==> config.mk <==
export PLATFORM = sky130hd
export DESIGN_NAME = rx_bd_sync
export DESIGN_NICKNAME = d
export VERILOG_FILES = /design/src/rtl/rx_pkg.sv /design/src/rtl/rx_sym_cmp.sv /design/src/rtl/rx_bd_sync.sv
export SDC_FILE = /design/constraint.sdc
export NUM_CORES = 1
export LEC_CHECK = 0
export ABC_CLOCK_PERIOD_IN_PS = 2950
export BUFFER_PORTS_ARGS = -buffer_cell sky130_fd_sc_hd__buf_4
export CORE_AREA = 2 2 75 77
export CTS_CLUSTER_SIZE = 24
export DETAILED_ROUTE_END_ITERATION = 8
export DIE_AREA = 0 0 77 79
export GPL_TIMING_DRIVEN = 0
export PLACE_DENSITY = 0.76
export SLEW_MARGIN = 25
export SYNTH_ARGS = -nofsm -noshare
export SYNTH_HDL_FRONTEND = slang
export SYNTH_SLANG_ARGS = --single-unit
==> constraint.sdc <==
create_clock -name clk -period 2.95 [get_ports clk]
set_input_delay 0.295 -clock clk [delete_from_list [all_inputs] [get_ports clk]]
set_output_delay 0.295 -clock clk [all_outputs]
set_load 0.02 [all_outputs]
==> src/rtl/rx_pkg.sv <==
// Shared receiver definitions: boundary-detector state encoding and symbol compare mask.
package rx_pkg;

    typedef enum logic [1:0] {
        BD_IDLE    = 2'd0,
        BD_HUNT    = 2'd1,
        BD_CONFIRM = 2'd2,
        BD_LOCK    = 2'd3
    } bd_state_t;

    // Bits of the hard symbol that take part in a compare: I only for BPSK, I and Q for QPSK.
    function automatic logic [1:0] sym_mask(input logic qpsk);
        return qpsk ? 2'b11 : 2'b01;
    endfunction

endpackage

==> src/rtl/rx_sym_cmp.sv <==
// Symbol comparator: remembers the previous strobed symbol and classifies the current one
// against it as alternating, repeated or other under a bit mask.
module rx_sym_cmp #(
    parameter int SYM_WIDTH = 2
) (
    input  logic                 clk,
    input  logic                 rst,
    input  logic                 i_vld,
    input  logic [SYM_WIDTH-1:0] i_sym,
    input  logic [SYM_WIDTH-1:0] i_mask,
    output logic                 o_alt,
    output logic                 o_rep,
    output logic                 o_other
);

    logic [SYM_WIDTH-1:0] r_prev;
    logic [SYM_WIDTH-1:0] w_diff;

    // Previous symbol follows every strobe, regardless of what the consumer does with it.
    always_ff @(posedge clk) begin
        if (rst) begin
            r_prev <= '0;
        end else if (i_vld) begin
            r_prev <= i_sym;
        end
    end

    // Masked difference: all masked bits flipped = alternating, none flipped = repeat.
    always_comb begin
        w_diff  = (i_sym ^ r_prev) & i_mask;
        o_alt   = (w_diff == i_mask);
        o_rep   = (w_diff == '0);
        o_other = !o_alt && !o_rep;
    end

endmodule

==> src/rtl/rx_bd_sync.sv <==
// Boundary detector / frame tracker: finds an alternating preamble ended by a repeated symbol,
// confirms it over a window of alternations, then counts payload symbols before re-arming.
module rx_bd_sync #(
    parameter int SYM_WIDTH        = 2,
    parameter int MAX_WINDOW_WIDTH = 8,
    parameter int LEN_WIDTH        = 12,
    parameter int HDR_MIN_ALT      = 4
) (
    input  logic                        clk,
    input  logic                        rst,
    input  logic                        sym_vld,
    input  logic [SYM_WIDTH-1:0]        sym,
    input  logic                        MODE_QPSK,
    input  logic [MAX_WINDOW_WIDTH-1:0] RX_BD_WINDOW,
    input  logic [LEN_WIDTH-1:0]        RX_PKT_LEN,
    input  logic                        PD_flag,
    input  logic                        disassert_BD,
    output logic                        BD_init,
    output logic                        BD_flag,
    output logic [SYM_WIDTH-1:0]        BD_sgn,
    output logic                        pkt_done,
    output logic [1:0]                  bd_state
);

    import rx_pkg::*;

    localparam int ALT_W = $clog2(HDR_MIN_ALT + 1);
    localparam logic [ALT_W-1:0]            ALT_MAX = ALT_W'(HDR_MIN_ALT);
    localparam logic [ALT_W-1:0]            ALT_ONE = ALT_W'(1);
    localparam logic [MAX_WINDOW_WIDTH-1:0] WIN_ONE = MAX_WINDOW_WIDTH'(1);
    localparam logic [LEN_WIDTH-1:0]        LEN_ONE = LEN_WIDTH'(1);

    bd_state_t                   r_state;
    logic [ALT_W-1:0]            r_alt_cnt;
    logic [MAX_WINDOW_WIDTH-1:0] r_win_cnt;
    logic [LEN_WIDTH-1:0]        r_len_cnt;
    logic [LEN_WIDTH-1:0]        r_pkt_len;
    logic                        r_bd_init;
    logic                        r_bd_flag;
    logic [SYM_WIDTH-1:0]        r_bd_sgn;
    logic                        r_pkt_done;

    logic [SYM_WIDTH-1:0]        w_mask;
    logic [MAX_WINDOW_WIDTH-1:0] w_win_tgt;
    logic                        w_alt;
    logic                        w_rep;
    logic                        w_other;

    // Compare mask and effective window length (a zero window behaves as one beat).
    always_comb begin
        w_mask    = SYM_WIDTH'(sym_mask(MODE_QPSK));
        w_win_tgt = (RX_BD_WINDOW == '0) ? WIN_ONE : RX_BD_WINDOW;
    end

    rx_sym_cmp #(
        .SYM_WIDTH (SYM_WIDTH)
    ) u_sym_cmp (
        .clk     (clk),
        .rst     (rst),
        .i_vld   (sym_vld),
        .i_sym   (sym),
        .i_mask  (w_mask),
        .o_alt   (w_alt),
        .o_rep   (w_rep),
        .o_other (w_other)
    );

    // Boundary FSM with counters and registered outputs; loss of lock or release wins over it.
    always_ff @(posedge clk) begin
        if (rst || !PD_flag || disassert_BD) begin
            r_state    <= BD_IDLE;
            r_alt_cnt  <= '0;
            r_win_cnt  <= '0;
            r_len_cnt  <= '0;
            r_pkt_len  <= '0;
            r_bd_init  <= 1'b0;
            r_bd_flag  <= 1'b0;
            r_bd_sgn   <= '0;
            r_pkt_done <= 1'b0;
        end else begin
            r_bd_init  <= 1'b0;
            r_pkt_done <= 1'b0;
            unique case (r_state)
                BD_IDLE: begin
                    r_state <= BD_HUNT;
                end
                BD_HUNT: begin
                    if (sym_vld) begin
                        if (w_alt) begin
                            if (r_alt_cnt < ALT_MAX) begin
                                r_alt_cnt <= r_alt_cnt + ALT_ONE;
                            end
                        end else if (w_other || r_alt_cnt < ALT_MAX) begin
                            r_alt_cnt <= '0;
                        end else begin
                            r_state   <= BD_CONFIRM;
                            r_bd_init <= 1'b1;
                            r_bd_sgn  <= sym & w_mask;
                            r_win_cnt <= '0;
                        end
                    end
                end
                BD_CONFIRM: begin
                    if (sym_vld) begin
                        if (!w_alt) begin
                            // Bad window: hunt again, keep the now-stale sign reference.
                            r_state   <= BD_HUNT;
                            r_alt_cnt <= '0;
                        end else if (r_win_cnt + WIN_ONE == w_win_tgt) begin
                            r_state   <= BD_LOCK;
                            r_bd_flag <= 1'b1;
                            r_len_cnt <= '0;
                            r_pkt_len <= RX_PKT_LEN;
                        end else begin
                            r_win_cnt <= r_win_cnt + WIN_ONE;
                        end
                    end
                end
                BD_LOCK: begin
                    // Zero length means hold the lock until released externally.
                    if (sym_vld && r_pkt_len != '0) begin
                        if (r_len_cnt + LEN_ONE == r_pkt_len) begin
                            r_state    <= BD_HUNT;
                            r_pkt_done <= 1'b1;
                            r_bd_flag  <= 1'b0;
                            r_alt_cnt  <= '0;
                            r_len_cnt  <= '0;
                        end else begin
                            r_len_cnt <= r_len_cnt + LEN_ONE;
                        end
                    end
                end
                default: begin
                    r_state <= BD_IDLE;
                end
            endcase
        end
    end

    assign BD_init  = r_bd_init;
    assign BD_flag  = r_bd_flag;
    assign BD_sgn   = r_bd_sgn;
    assign pkt_done = r_pkt_done;
    assign bd_state = r_state;

endmodule

; ---- Word-level counts from Yosys, hierarchy flattened
; Cells that the tools add are included.
[word_totals]
regBits = 44
input_bits = 28
out_inout_bits = 7
elab_cells = 107
[op_classes]
addsub = 3
n_lt_le_gt_ge = 1
eq_ne = 19
muxes = 41
bitwise = 9
reduce_logical = 24
[op_table]
columns = op, n
row1 = two-way mux 12 bit, 5
row2 = two-way mux 8 bit, 7
row3 = two-way mux 3 bit, 8
row4 = one-hot mux 12 bit (2 select lines), 1
row5 = "inequality test 2 bit, second input constant", 10
row6 = two-way mux 2 bit, 9
row7 = one-hot mux 8 bit (2 select lines), 1
row8 = AND reduction 7 bit, 2
row9 = "adder 12 x 1 -> 12 bit, second input constant", 1
row10 = equality test 12 bit, 1
row11 = nonzero test 12 bit, 1
row12 = "inequality test 3 bit, second input constant", 3
row13 = one-hot mux 3 bit (3 select lines), 1
row14 = "adder 8 x 1 -> 8 bit, second input constant", 1
row15 = equality test 8 bit, 1
row16 = logical NOT 8 bit, 1
row17 = one-hot mux 2 bit (4 select lines), 1
row18 = AND reduction 4 bit, 2
row19 = AND reduction 8 bit, 1
row20 = two-way mux 1 bit, 7
row21 = NOT 1 bit, 6
row22 = AND reduction 6 bit, 1
row23 = AND reduction 5 bit, 1
row24 = bitwise AND 2 bit, 2
row25 = other kinds (15), 23

; ---- Depth between registers and ports, before layout
; Gate-level depths: netlist (run 1).
[logic_depth]
ltp_word = 10
ltp_mapped = 10
mapped_depth_nobuf = 9

; ---- Cells and area by module
; Synthesis (run 1) repeated with hierarchy kept, for this count alone.
[unflattened]
cells_unflattened = 355
hier_area_um2 = 2960.3
[modules_own_cells]
columns = mod, instances, cells_per_inst, area_per_inst_um2, seq_area_each_um2
row1 = rx_bd_sync, 1, 341, 2822.7, 840.8
row2 = rx_sym_cmp, 1, 14, 137.6, 40.0

; ---- Least setup slack after synthesis (run 1)
; No wires, ideal clock.
[synth_path]
path_type = register -> register
start = register r_len_cnt[9]
end = register r_len_cnt[3]
setup_ps = 130
arrival_ps = 2467
required_time_ps = 2820
setup_slack_ps = 354
stages_incl_launch_ff = 10
path_buffers = 2
synth_period_minus_slack_ps = 2596
cell_sequence = dfxtp_1 clkbuf_1 and3_1 nand4_1 xnor2_1 or4_1 or4_4 buf_6 a32oi_1 o31ai_1
[synth_between]
elab_chain_len = 5
[synth_rtl]
columns = item, line
row1 = "start, declared", rx_bd_sync.sv:36  ; logic [LEN_WIDTH-1:0] r_len_cnt;
row2 = "start signal, assigned", rx_bd_sync.sv:129  ; r_len_cnt <= r_len_cnt + LEN_ONE;
row3 = adder 12 x 1 -> 12 bit, rx_bd_sync.sv:122  ; if (r_len_cnt + LEN_ONE == r_pkt_len) begin
row4 = equality test 12 bit, rx_bd_sync.sv:122
row5 = two-way mux 12 bit, rx_bd_sync.sv:122
row6 = two-way mux 12 bit, rx_bd_sync.sv:121  ; if (sym_vld && r_pkt_len != '0) begin
row7 = one-hot mux 12 bit (2 select lines), rx_bd_sync.sv:83  ; unique case (r_state)
; No other way between the ends. The select of a mux whose other input is x is not followed.
; A chain may end at the register's enable or synchronous reset.

; ---- Worst setup path after layout (run 1)
[layout_path]
start = register r_len_cnt[4]
end = register r_len_cnt[3]
; Same word-level chain as after synthesis.

==> flow_summary_export.csv, run 1 <==
group,metric,value,unit
hold_path,hold_class,"in2reg",
synth,ys_types,57,
setup_path,max_stage_delay,0.58,ns
power_and_ir_drop,p_leak,1.35,nW
clocking,cts.clk_slew.worst_paths,0.09,ns
job,drv_cap,0,
timing,relSlewSlack,60.8,%
timing,holdWs,0.160,ns
setup_path,cp_cell_sequence,"buf_4 -> and4_4 -> nand4_1 -> xnor2_1 -> or4_1 -> or4_4 -> buf_6 -> a32oi_1 -> o31ai_1",
setup_path,cp_max_fo,10,
clocking,clock_sinks,44,
clocking,numCtsBuffers,5,
die,rows,27,
power_and_ir_drop,vdd_drop_max,294,uV
timing,fmax,0.353,GHz
timing,finalHoldViolations,0,
timing,tightest_slew,0.587,ns
die,pin_count,35,
placement,place.gp.congestion,0.915,
final_layout,antenna_cells,0,
setup_path,worstSetupPathType,"reg2reg",
synth,async_flop_share,0,%
setup_path,r2r_start,"r_len_cnt[4]",
global_route,antenna_found_initial,0,
route,vias,2734,
route,drc,0,
die,die_w,77,um
final_layout,fin_area,3330,um2
placement,numPlacedInstances,454,
timing,clock_skew,0.00805,ns
final_layout,layout.cells.non_filler,460,
clocking,cts_tree,"done",
placement,place_hpwl,5.24,mm
hold_path,hold_depth,2,
die,die_y,79,um
placement,dpl-instance-area,3200,um2
timing,maxSlewViolCount,0,
route,ant_nets,0,
setup_path,cp.required,3.14,ns
synth,netlist_area,2860,um2
clocking,root_buffer,"clkbuf_8",
route,routedWlPerCell,15.0,um
route,drt_iter0_markers,247,
final_layout,finish.utilization,62.4,%
setup_path,crit_family,"simple AND/OR/NAND/NOR gates",
hold_path,min-delay-start,"rst",
timing,fin_ws,0.118,ns
clocking,ctsLongestPathBuffers,2,
setup_path,arrival,3.02,ns
clocking,worstSkewPairLatency,0.31,ns
synth,synth_fp_nets,385,
global_route,grt_pass1_wl,11.7,mm
clocking,cts.htree.levels,2,
timing,finalCritPeriodShare,96.0,%
setup_path,r2r_slack,0.12,ns
final_layout,layout_commonest_cell,"dfxtp_1",
synth,avgSynthCellArea,8.19,um2
route,routed_wl,6.91,mm
synth,synth_seq_cells,44,
final_layout,fin_nets,423,
timing,setup_viol,0,
synth,synth-edff-count,0,
hold_path,min_to,"u_sym_cmp.r_prev[1]",
setup_path,slowest_stage,"or4_1",
synth,synthFlopType,"dfxtp_1",
global_route,grt.total_usage,23.6,%
setup_path,r2r_cells,9,
setup_path,timing.rr.end,"r_len_cnt[3]",
final_layout,synthToLayoutAreaGrowth,16.6,%
global_route,grt-ovfl-total,0,
placement,post-place-ws,0.00374,ns
synth,synth_seq_area_share,30.8,%
die,die_area,6080,um2
setup_path,path_buf_inv,2,
clocking,cts.hold.buffers_added,0,
final_layout,drive_above_1_share,19.1,%
synth,netlist_instances,349,
final_layout,mostFrequentLayoutCells,"dfxtp_1 (39), buf_4 (36), nor2_1 (29)",
die,core_area,5340,um2
run_status,outcome,"finished clean",
final_layout,fillers,521,
global_route,grt_max_degree,17,
route,viasPerCell,5.94,
die,initial_core_util,53.6,%
route,dr.pass1.iters,5,
timing,period_needed,2.83,ns
timing,setup_tns,0,ns
synth,yosysWarnings,0,
global_route,grt_pass1_vias,2487,
power_and_ir_drop,p_total,1.10,mW
setup_path,end_kind,"register",
power_and_ir_drop,cellPowerDensity,329,nW/um2
placement,portBuffers,33,
setup_path,startpoint_type,"register",
where the power goes:
group	total, mW	switching [mW]	internal [mW]
Sequential	0.598	0.00208	0.596
Clock	0.414	0.239	0.175
Combinational	0.0870	0.0434	0.0436
routing by layer:
layer	vias to the layer above	share of wire [%]	track usage (%)
li1	1365	-	-
met1	1276	47	32.0
met2	84	47	38.3
met3	9	5.6	4.20
met4	0	1.1	7.86
met5	-	0	0
logic make-up after synthesis:
logic type | Yosys count | share of synthesized area [%]
AO/OA/AOI/OAI | 82 | 20.4
adder cells (fa/ha/maj) | 8 | 3.50
AND/OR/NAND/NOR | 126 | 23.7
flip-flops | 44 | 30.8
multiplexers | 20 | 7.05
XOR/XNOR | 28 | 8.58
buffers and inverters | 41 | 6.00
synth_stat cells (2+ instances only):
master	number	area share [%]
o211a_1	5	1.8
nand3_1	18	3.2
nand2_1	23	3.0
mux2i_1	19	6.7
inv_1	16	2.1
o311ai_0	2	0.61
nor2b_1	3	0.66
or4_4	2	0.79
or2_2	2	0.44
and4_1	4	1.2
a21oi_1	11	1.9
or4_1	4	1.1
a31oi_1	7	1.5
buf_2	4	0.70
and3_1	3	0.66
ha_1	8	3.5
dfxtp_1	44	31
o21ai_1	2	0.35
o31ai_1	13	3.4
nor3_1	4	0.70
a32oi_1	7	2.1
xnor2_1	20	6.1
and2_1	5	1.1
xor2_1	8	2.5
or3_1	5	1.1
nor2_1	29	3.8
o21ai_0	16	2.8
o211ai_1	3	0.79
nor4_1	5	1.1
nand2b_1	2	0.44
clkbuf_1	17	2.2
o22ai_1	4	0.88
nand4_1	10	2.2
repair_timing:
action / in CTS / in global routing
setup endpoints to repair: 5 / 32
buffers inserted: 0 / 1
gates resized for setup: 0 / 21
pin swaps: 0 / 3
how the worst max path moves through the flow:
stage | startpoint | endpoint | slack (ns) | cells past startpoint
2_1_floorplan | r_len_cnt[9] | r_len_cnt[3] | 0.35 | 9
6_report | r_len_cnt[4] | r_len_cnt[3] | 0.12 | 9
4_1_cts | r_len_cnt[9] | r_len_cnt[1] | 0.01 | 9
5_1_grt | r_len_cnt[4] | r_len_cnt[8] | -0.006 | 9
3_3_place_gp | r_len_cnt[8] | r_len_cnt[0] | 0.06 | 9
3_5_place_dp | r_len_cnt[8] | r_len_cnt[1] | 0.004 | 9
final cells by class:
| cell class | count | area (um2) | share of cell area [%] |
|---|---|---|---|
| Timing Repair Buffer | 34 | 255 | 7.66 |
| Buffer | 22 | 109 | 3.27 |
| Inverter | 16 | 60.1 | 1.80 |
| Tap cell | 72 | 90.1 | 2.70 |
| Clock inverter | 3 | 26.3 | 0.788 |
| Sequential cell | 44 | 887 | 26.6 |
| Clock buffer | 5 | 68.8 | 2.06 |
| Multi-Input combinational cell | 264 | 1840 | 55.1 |
flip-flops by register name, indices dropped and copies added (netlist names):
name and flops:
r_len_cnt 12, r_pkt_len 12, r_win_cnt 8, r_alt_cnt 3, BD_sgn 2, bd_state 2
u_sym_cmp.r_prev 2, BD_flag 1, BD_init 1, pkt_done 1
No activity file was read; power rests on OpenSTA's default activity.
==> run 2, diff against run 1 <==
--- a/config.mk
+++ b/config.mk
@@ -5,12 +5,13 @@
 export SDC_FILE = /design/constraint.sdc
 export NUM_CORES = 1
 export LEC_CHECK = 0
-export ABC_CLOCK_PERIOD_IN_PS = 2950
+export ABC_CLOCK_PERIOD_IN_PS = 2400
 export BUFFER_PORTS_ARGS = -buffer_cell sky130_fd_sc_hd__buf_4
-export CORE_AREA = 2 2 75 77
+export CORE_AREA = 2 2 77 79
+export CTS_CLUSTER_DIAMETER = 120
 export CTS_CLUSTER_SIZE = 24
 export DETAILED_ROUTE_END_ITERATION = 8
-export DIE_AREA = 0 0 77 79
+export DIE_AREA = 0 0 79 81
 export GPL_TIMING_DRIVEN = 0
 export PLACE_DENSITY = 0.76
 export SLEW_MARGIN = 25
==> constraint.sdc (replaced) <==
create_clock -name clk -period 2.4 [get_ports clk]
set_input_delay 0.24 -clock clk [delete_from_list [all_inputs] [get_ports clk]]
set_output_delay 0.24 -clock clk [all_outputs]
set_load 0.02 [all_outputs]
==> flow_summary_export.csv, run 2 (synthesis results as in run 1) <==
group,metric,value,unit
run_status,outcome,"finished, violations left",
run_status,violations,"negative setup slack",
setup_path,r2r_slack,-0.39,ns
die,die_y,81,um
timing,tightest_slew,0.688,ns
final_layout,finish.utilization,70.8,%
route,routedWlPerCell,19.2,um
timing,rsz0062_at_grt,"true",
setup_path,r2r_cells,10,
timing,period_needed,2.79,ns
placement,place_hpwl,5.16,mm
hold_path,hold_class,"in2reg",
power_and_ir_drop,cellPowerDensity,349,nW/um2
global_route,grt.total_usage,26.8,%
setup_path,timing.rr.end,"r_len_cnt[11]",
global_route,antenna_found_initial,0,
setup_path,r2r_start,"r_len_cnt[2]",
route,vias,3254,
die,die_area,6400,um2
setup_path,cp.required,2.59,ns
setup_path,worstSetupPathType,"reg2reg",
clocking,clock_sinks,44,
timing,holdWs,0.116,ns
route,drt_iter0_markers,469,
power_and_ir_drop,p_leak,1.61,nW
timing,fin_ws,-0.387,ns
timing,finalHoldViolations,0,
global_route,grt-ovfl-total,0,
global_route,grt_pass1_wl,13.7,mm
job,drv_cap,0,
placement,portBuffers,33,
die,core_area,5680,um2
final_layout,reg_top3,"r_len_cnt: 12 flops, r_pkt_len: 12 flops, r_win_cnt: 8 flops",
route,viasPerCell,6.51,
final_layout,fin_nets,460,
clocking,numCtsBuffers,5,
placement,place.gp.congestion,0.910,
hold_path,hold_depth,2,
setup_path,arrival,2.97,ns
hold_path,min-delay-start,"rst",
power_and_ir_drop,vdd_drop_max,316,uV
setup_path,startpoint_type,"register",
final_layout,drive_above_1_share,36.7,%
die,rows,28,
route,routed_wl,9.60,mm
timing,finalCritPeriodShare,116,%
final_layout,fin_area,4020,um2
timing,maxSlewViolCount,0,
setup_path,cp_max_fo,8,
die,initial_core_util,50.4,%
timing,fmax,0.359,GHz
power_and_ir_drop,p_total,1.40,mW
final_layout,antenna_cells,0,
clocking,ctsLongestPathBuffers,2,
global_route,grt_pass1_vias,2904,
clocking,cts.hold.buffers_added,0,
clocking,cts_tree,"done",
hold_path,min_to,"u_sym_cmp.r_prev[1]",
route,ant_nets,0,
final_layout,synthToLayoutAreaGrowth,40.5,%
die,pin_count,35,
final_layout,layout_commonest_cell,"buf_4",
setup_path,end_kind,"register",
clocking,worstSkewPairLatency,0.31,ns
clocking,cts.htree.levels,2,
timing,setup_viol,30,
clocking,cts.clk_slew.worst_paths,0.10,ns
timing,clock_skew,0.0125,ns
route,dr.pass1.iters,5,
die,die_w,79,um
clocking,root_buffer,"clkbuf_8",
timing,relSlewSlack,54.0,%
route,drc,0,
final_layout,mostFrequentLayoutCells,"buf_4 (67), dfxtp_1 (29), nor2_1 (29)",
placement,dpl-instance-area,3230,um2
global_route,grt_max_degree,16,
[run 2: cell types whose count changed in the layout (fill, tap and decap cells not counted), moves of 5 or more]
| cell | previous run | this run |
|---|---|---|
| dfxtp_4 | 0 | 9 |
| buf_6 | 1 | 10 |
| o21ai_0 | 16 | 11 |
| buf_4 | 36 | 67 |
| dfxtp_1 | 39 | 29 |
[run 2: where the power goes]
part,internal [mW],total [mW],switching (mW)
Combinational,0.0555,0.116,0.0606
Clock,0.272,0.563,0.290
Sequential,0.722,0.725,0.00273
Total,1.05,1.40,0.354
[run 2: repair_timing]
action                                  in CTS  in global routing
endpoints found under the setup margin      38                 39
pin swaps                                   27                 14
gates resized for setup                     64                 33
hold endpoints to repair                     0                  0
gates cloned                                 2                  1
buffers inserted                            29                  9
[run 2: critical path, stage by stage, from the launching register on]
cell,delay (ns)
dfxtp_4,0.40
buf_8,0.12
buf_4,0.14
nand4b_1,0.13
nand2_1,0.11
nand4_1,0.13
or4_4,0.54
or4_4,0.60
buf_6,0.17
a32oi_1,0.19
o31ai_1,0.12
[run 2: final cells by class]
type	instances	area, um2
timing repair buffer	73	588
inverter	16	60.1
clock buffer	6	93.8
multi-input combinational	264	2080
fill	415	1660
tap	75	93.8
clock inverter	2	16.3
sequential	44	922
buffer	20	165
[run 2: routing by layer]
metal / vias to the layer above / global-route usage [%] / part of all wire, %
li1: 1431 / - / -
met1: 1536 / 34.2 / 39
met4: 0 / 9.66 / 6.1
met2: 210 / 46.1 / 46
met5: - / 0 / 0
met3: 77 / 4.22 / 8.4
[run 2: through the flow]
step / std cells / setup TNS [ns] / setup WS, ns
global placement: 457 / -13.27 / -0.438
CTS: 493 / -4.19 / -0.247
floorplan: 349 / -0.841 / -0.0677
global route: 500 / -8.34 / -0.417
detailed placement: 457 / -14.43 / -0.491
finish: 500 / -5.86 / -0.387
[run 2: worst max path at each step]
stage	to	cells past startpoint	startpoint	slack [ns]
finish	r_len_cnt[11]	10	r_len_cnt[2]	-0.39
global route	r_len_cnt[10]	10	r_len_cnt[3]	-0.42
CTS	r_len_cnt[4]	9	r_len_cnt[0]	-0.25
detailed placement	r_len_cnt[3]	8	r_win_cnt[0]	-0.49
global placement	r_len_cnt[10]	8	r_win_cnt[0]	-0.44
floorplan	r_len_cnt[4]	9	r_len_cnt[4]	-0.07
==> run 3, diff against run 2 <==
--- a/config.mk
+++ b/config.mk
@@ -13,7 +13,8 @@
 export DETAILED_ROUTE_END_ITERATION = 8
 export DIE_AREA = 0 0 79 81
 export GPL_TIMING_DRIVEN = 0
-export PLACE_DENSITY = 0.76
+export MAX_ROUTING_LAYER = met4
+export PLACE_DENSITY = 0.73
 export SLEW_MARGIN = 25
 export SYNTH_ARGS = -nofsm -noshare
 export SYNTH_HDL_FRONTEND = slang
==> flow_summary_export.csv, run 3 (synthesis results as in run 1) <==
group,metric,value,unit
clocking,clock_sinks,44,
timing,tightest_slew,0.646,ns
clocking,worstSkewPairLatency,0.33,ns
hold_path,hold_class,"in2reg",
route,drc,0,
setup_path,r2r_cells,9,
setup_path,timing.rr.end,"r_len_cnt[3]",
final_layout,layout_commonest_cell,"buf_4",
final_layout,drive_above_1_share,37.7,%
setup_path,worstSetupPathType,"reg2reg",
timing,period_needed,2.74,ns
die,die_area,6400,um2
power_and_ir_drop,p_total,1.42,mW
timing,fmax,0.365,GHz
route,ant_nets,0,
setup_path,cp_max_fo,6,
hold_path,min-delay-start,"rst",
route,vias,3206,
final_layout,fin_area,3970,um2
route,drt_iter0_markers,413,
setup_path,cpMostUsedCell,"or4_4",
global_route,antenna_found_initial,0,
placement,dpl-instance-area,3230,um2
timing,rsz0062_at_grt,"true",
timing,setup_tns,-8.27,ns
timing,fin_ws,-0.340,ns
run_status,violations,"negative setup slack",
timing,finalCritPeriodShare,114,%
timing,holdWs,0.105,ns
setup_path,r2r_start,"r_len_cnt[0]",
clocking,ctsLongestPathBuffers,2,
hold_path,min_to,"u_sym_cmp.r_prev[0]",
route,viasPerCell,6.45,
global_route,grt_max_degree,16,
final_layout,synthToLayoutAreaGrowth,39.0,%
setup_path,end_kind,"register",
route,dr.pass1.iters,5,
power_and_ir_drop,p_leak,1.59,nW
route,routed_wl,9.45,mm
die,pin_count,35,
placement,numPlacedInstances,457,
die,rows,28,
setup_path,slowest_stage,"or4_4",
setup_path,arrival,2.96,ns
placement,portBuffers,33,
placement,post-place-ws,-0.459,ns
clocking,cts.hold.buffers_added,0,
clocking,numCtsBuffers,5,
route,routedWlPerCell,19.0,um
final_layout,layout.cells.non_filler,497,
setup_path,max_stage_delay,0.56,ns
job,drv_cap,0,
global_route,grt-ovfl-total,0,
clocking,root_buffer,"clkbuf_8",
placement,place.gp.congestion,0.940,
die,die_y,81,um
clocking,cts_tree,"done",
setup_path,cp_cell_sequence,"ha_4 -> nand2_2 -> o21ai_2 -> a21oi_2 -> or4_4 -> or4_4 -> buf_6 -> a32oi_2 -> o31ai_2",
global_route,grt_pass1_wl,13.5,mm
global_route,grt_pass1_vias,2788,
clocking,cts.htree.levels,2,
setup_path,startpoint_type,"register",
power_and_ir_drop,vdd_drop_max,336,uV
run_status,outcome,"finished, violations left",
clocking,cts.clk_slew.worst_paths,0.11,ns
timing,finalHoldViolations,0,
die,core_area,5680,um2
final_layout,finish.utilization,70.0,%
die,initial_core_util,50.4,%
setup_path,path_buf_inv,1,
placement,place_hpwl,5.08,mm
setup_path,r2r_slack,-0.34,ns
power_and_ir_drop,cellPowerDensity,357,nW/um2
setup_path,crit_family,"simple AND/OR/NAND/NOR gates",
timing,relSlewSlack,56.6,%
hold_path,hold_depth,2,
final_layout,reg_top3,"r_len_cnt: 12 flops, r_pkt_len: 12 flops, r_win_cnt: 8 flops",
setup_path,cp.required,2.62,ns
final_layout,fin_nets,457,
die,die_w,79,um
final_layout,mostFrequentLayoutCells,"buf_4 (69), dfxtp_1 (28), nor2_1 (28)",
setup_path,worst-path-stages,9,
timing,maxSlewViolCount,0,
timing,clock_skew,0.0164,ns
timing,setup_viol,36,
final_layout,antenna_cells,0,
global_route,grt.total_usage,27.4,%
setup_path,crit_start,"r_len_cnt[0]",
run 3: cell types whose count changed in the layout (fill, tap and decap cells not counted), moves of 2 or more:
| cell | delta |
|---|---|
| o31ai_1 | -4 |
| a32oi_1 | -2 |
| o31ai_2 | +3 |
| ha_2 | +2 |
| buf_4 | +2 |
| a32oi_2 | +2 |
| buf_8 | -3 |
run 3: report_power, final:
| group | internal [mW] | switching, mW | total, mW | leakage, nW |
|---|---|---|---|---|
| sequential | 0.721 | 0.00261 | 0.723 | 0.366 |
| clock | 0.272 | 0.304 | 0.576 | 0.0530 |
| combinational | 0.0576 | 0.0634 | 0.121 | 1.17 |
| total | 1.05 | 0.370 | 1.42 | 1.59 |
run 3: timing repair:
item / 4_1_cts / 5_1_grt
buffers inserted: 29 / 9
resized for setup: 54 / 47
cloned: 2 / 1
endpoints found under the hold margin: 0 / 0
pin swaps: 17 / 11
setup endpoints to repair: 38 / 39
run 3: worst max path at each step:
stage	to
floorplan	r_len_cnt[4]
global placement	r_len_cnt[10]
detailed placement	r_len_cnt[11]
CTS	r_len_cnt[10]
global route	bd_state[0]
finish	r_len_cnt[3]
run 3: worst reg2reg max path, stage by stage, from the launching register on:
cell and delay (ns):
dfxtp_4 0.46, ha_4 0.24, nand2_2 0.10, o21ai_2 0.21
a21oi_2 0.09, or4_4 0.56, or4_4 0.50, buf_6 0.18
a32oi_2 0.21, o31ai_2 0.09
run 3: final cells by class:
class / count / area (um2)
plain buffers: 17 / 134
clock buffers: 6 / 93.8
clock inverters: 2 / 16.3
fillers: 432 / 1700
inverters: 16 / 60.1
multi-input cells: 264 / 2090
flip-flops and latches: 44 / 926
well taps: 75 / 93.8
repair buffers: 73 / 563
run 3: metal layers:
layer  global-route usage [%]  vias up  wire (um)
met4                     11.9        0        471
met3                     4.56       52        849
met2                     42.3      196       4400
met5                        -        -          0
met1                     35.6     1526       3730
li1                         -     1432          -
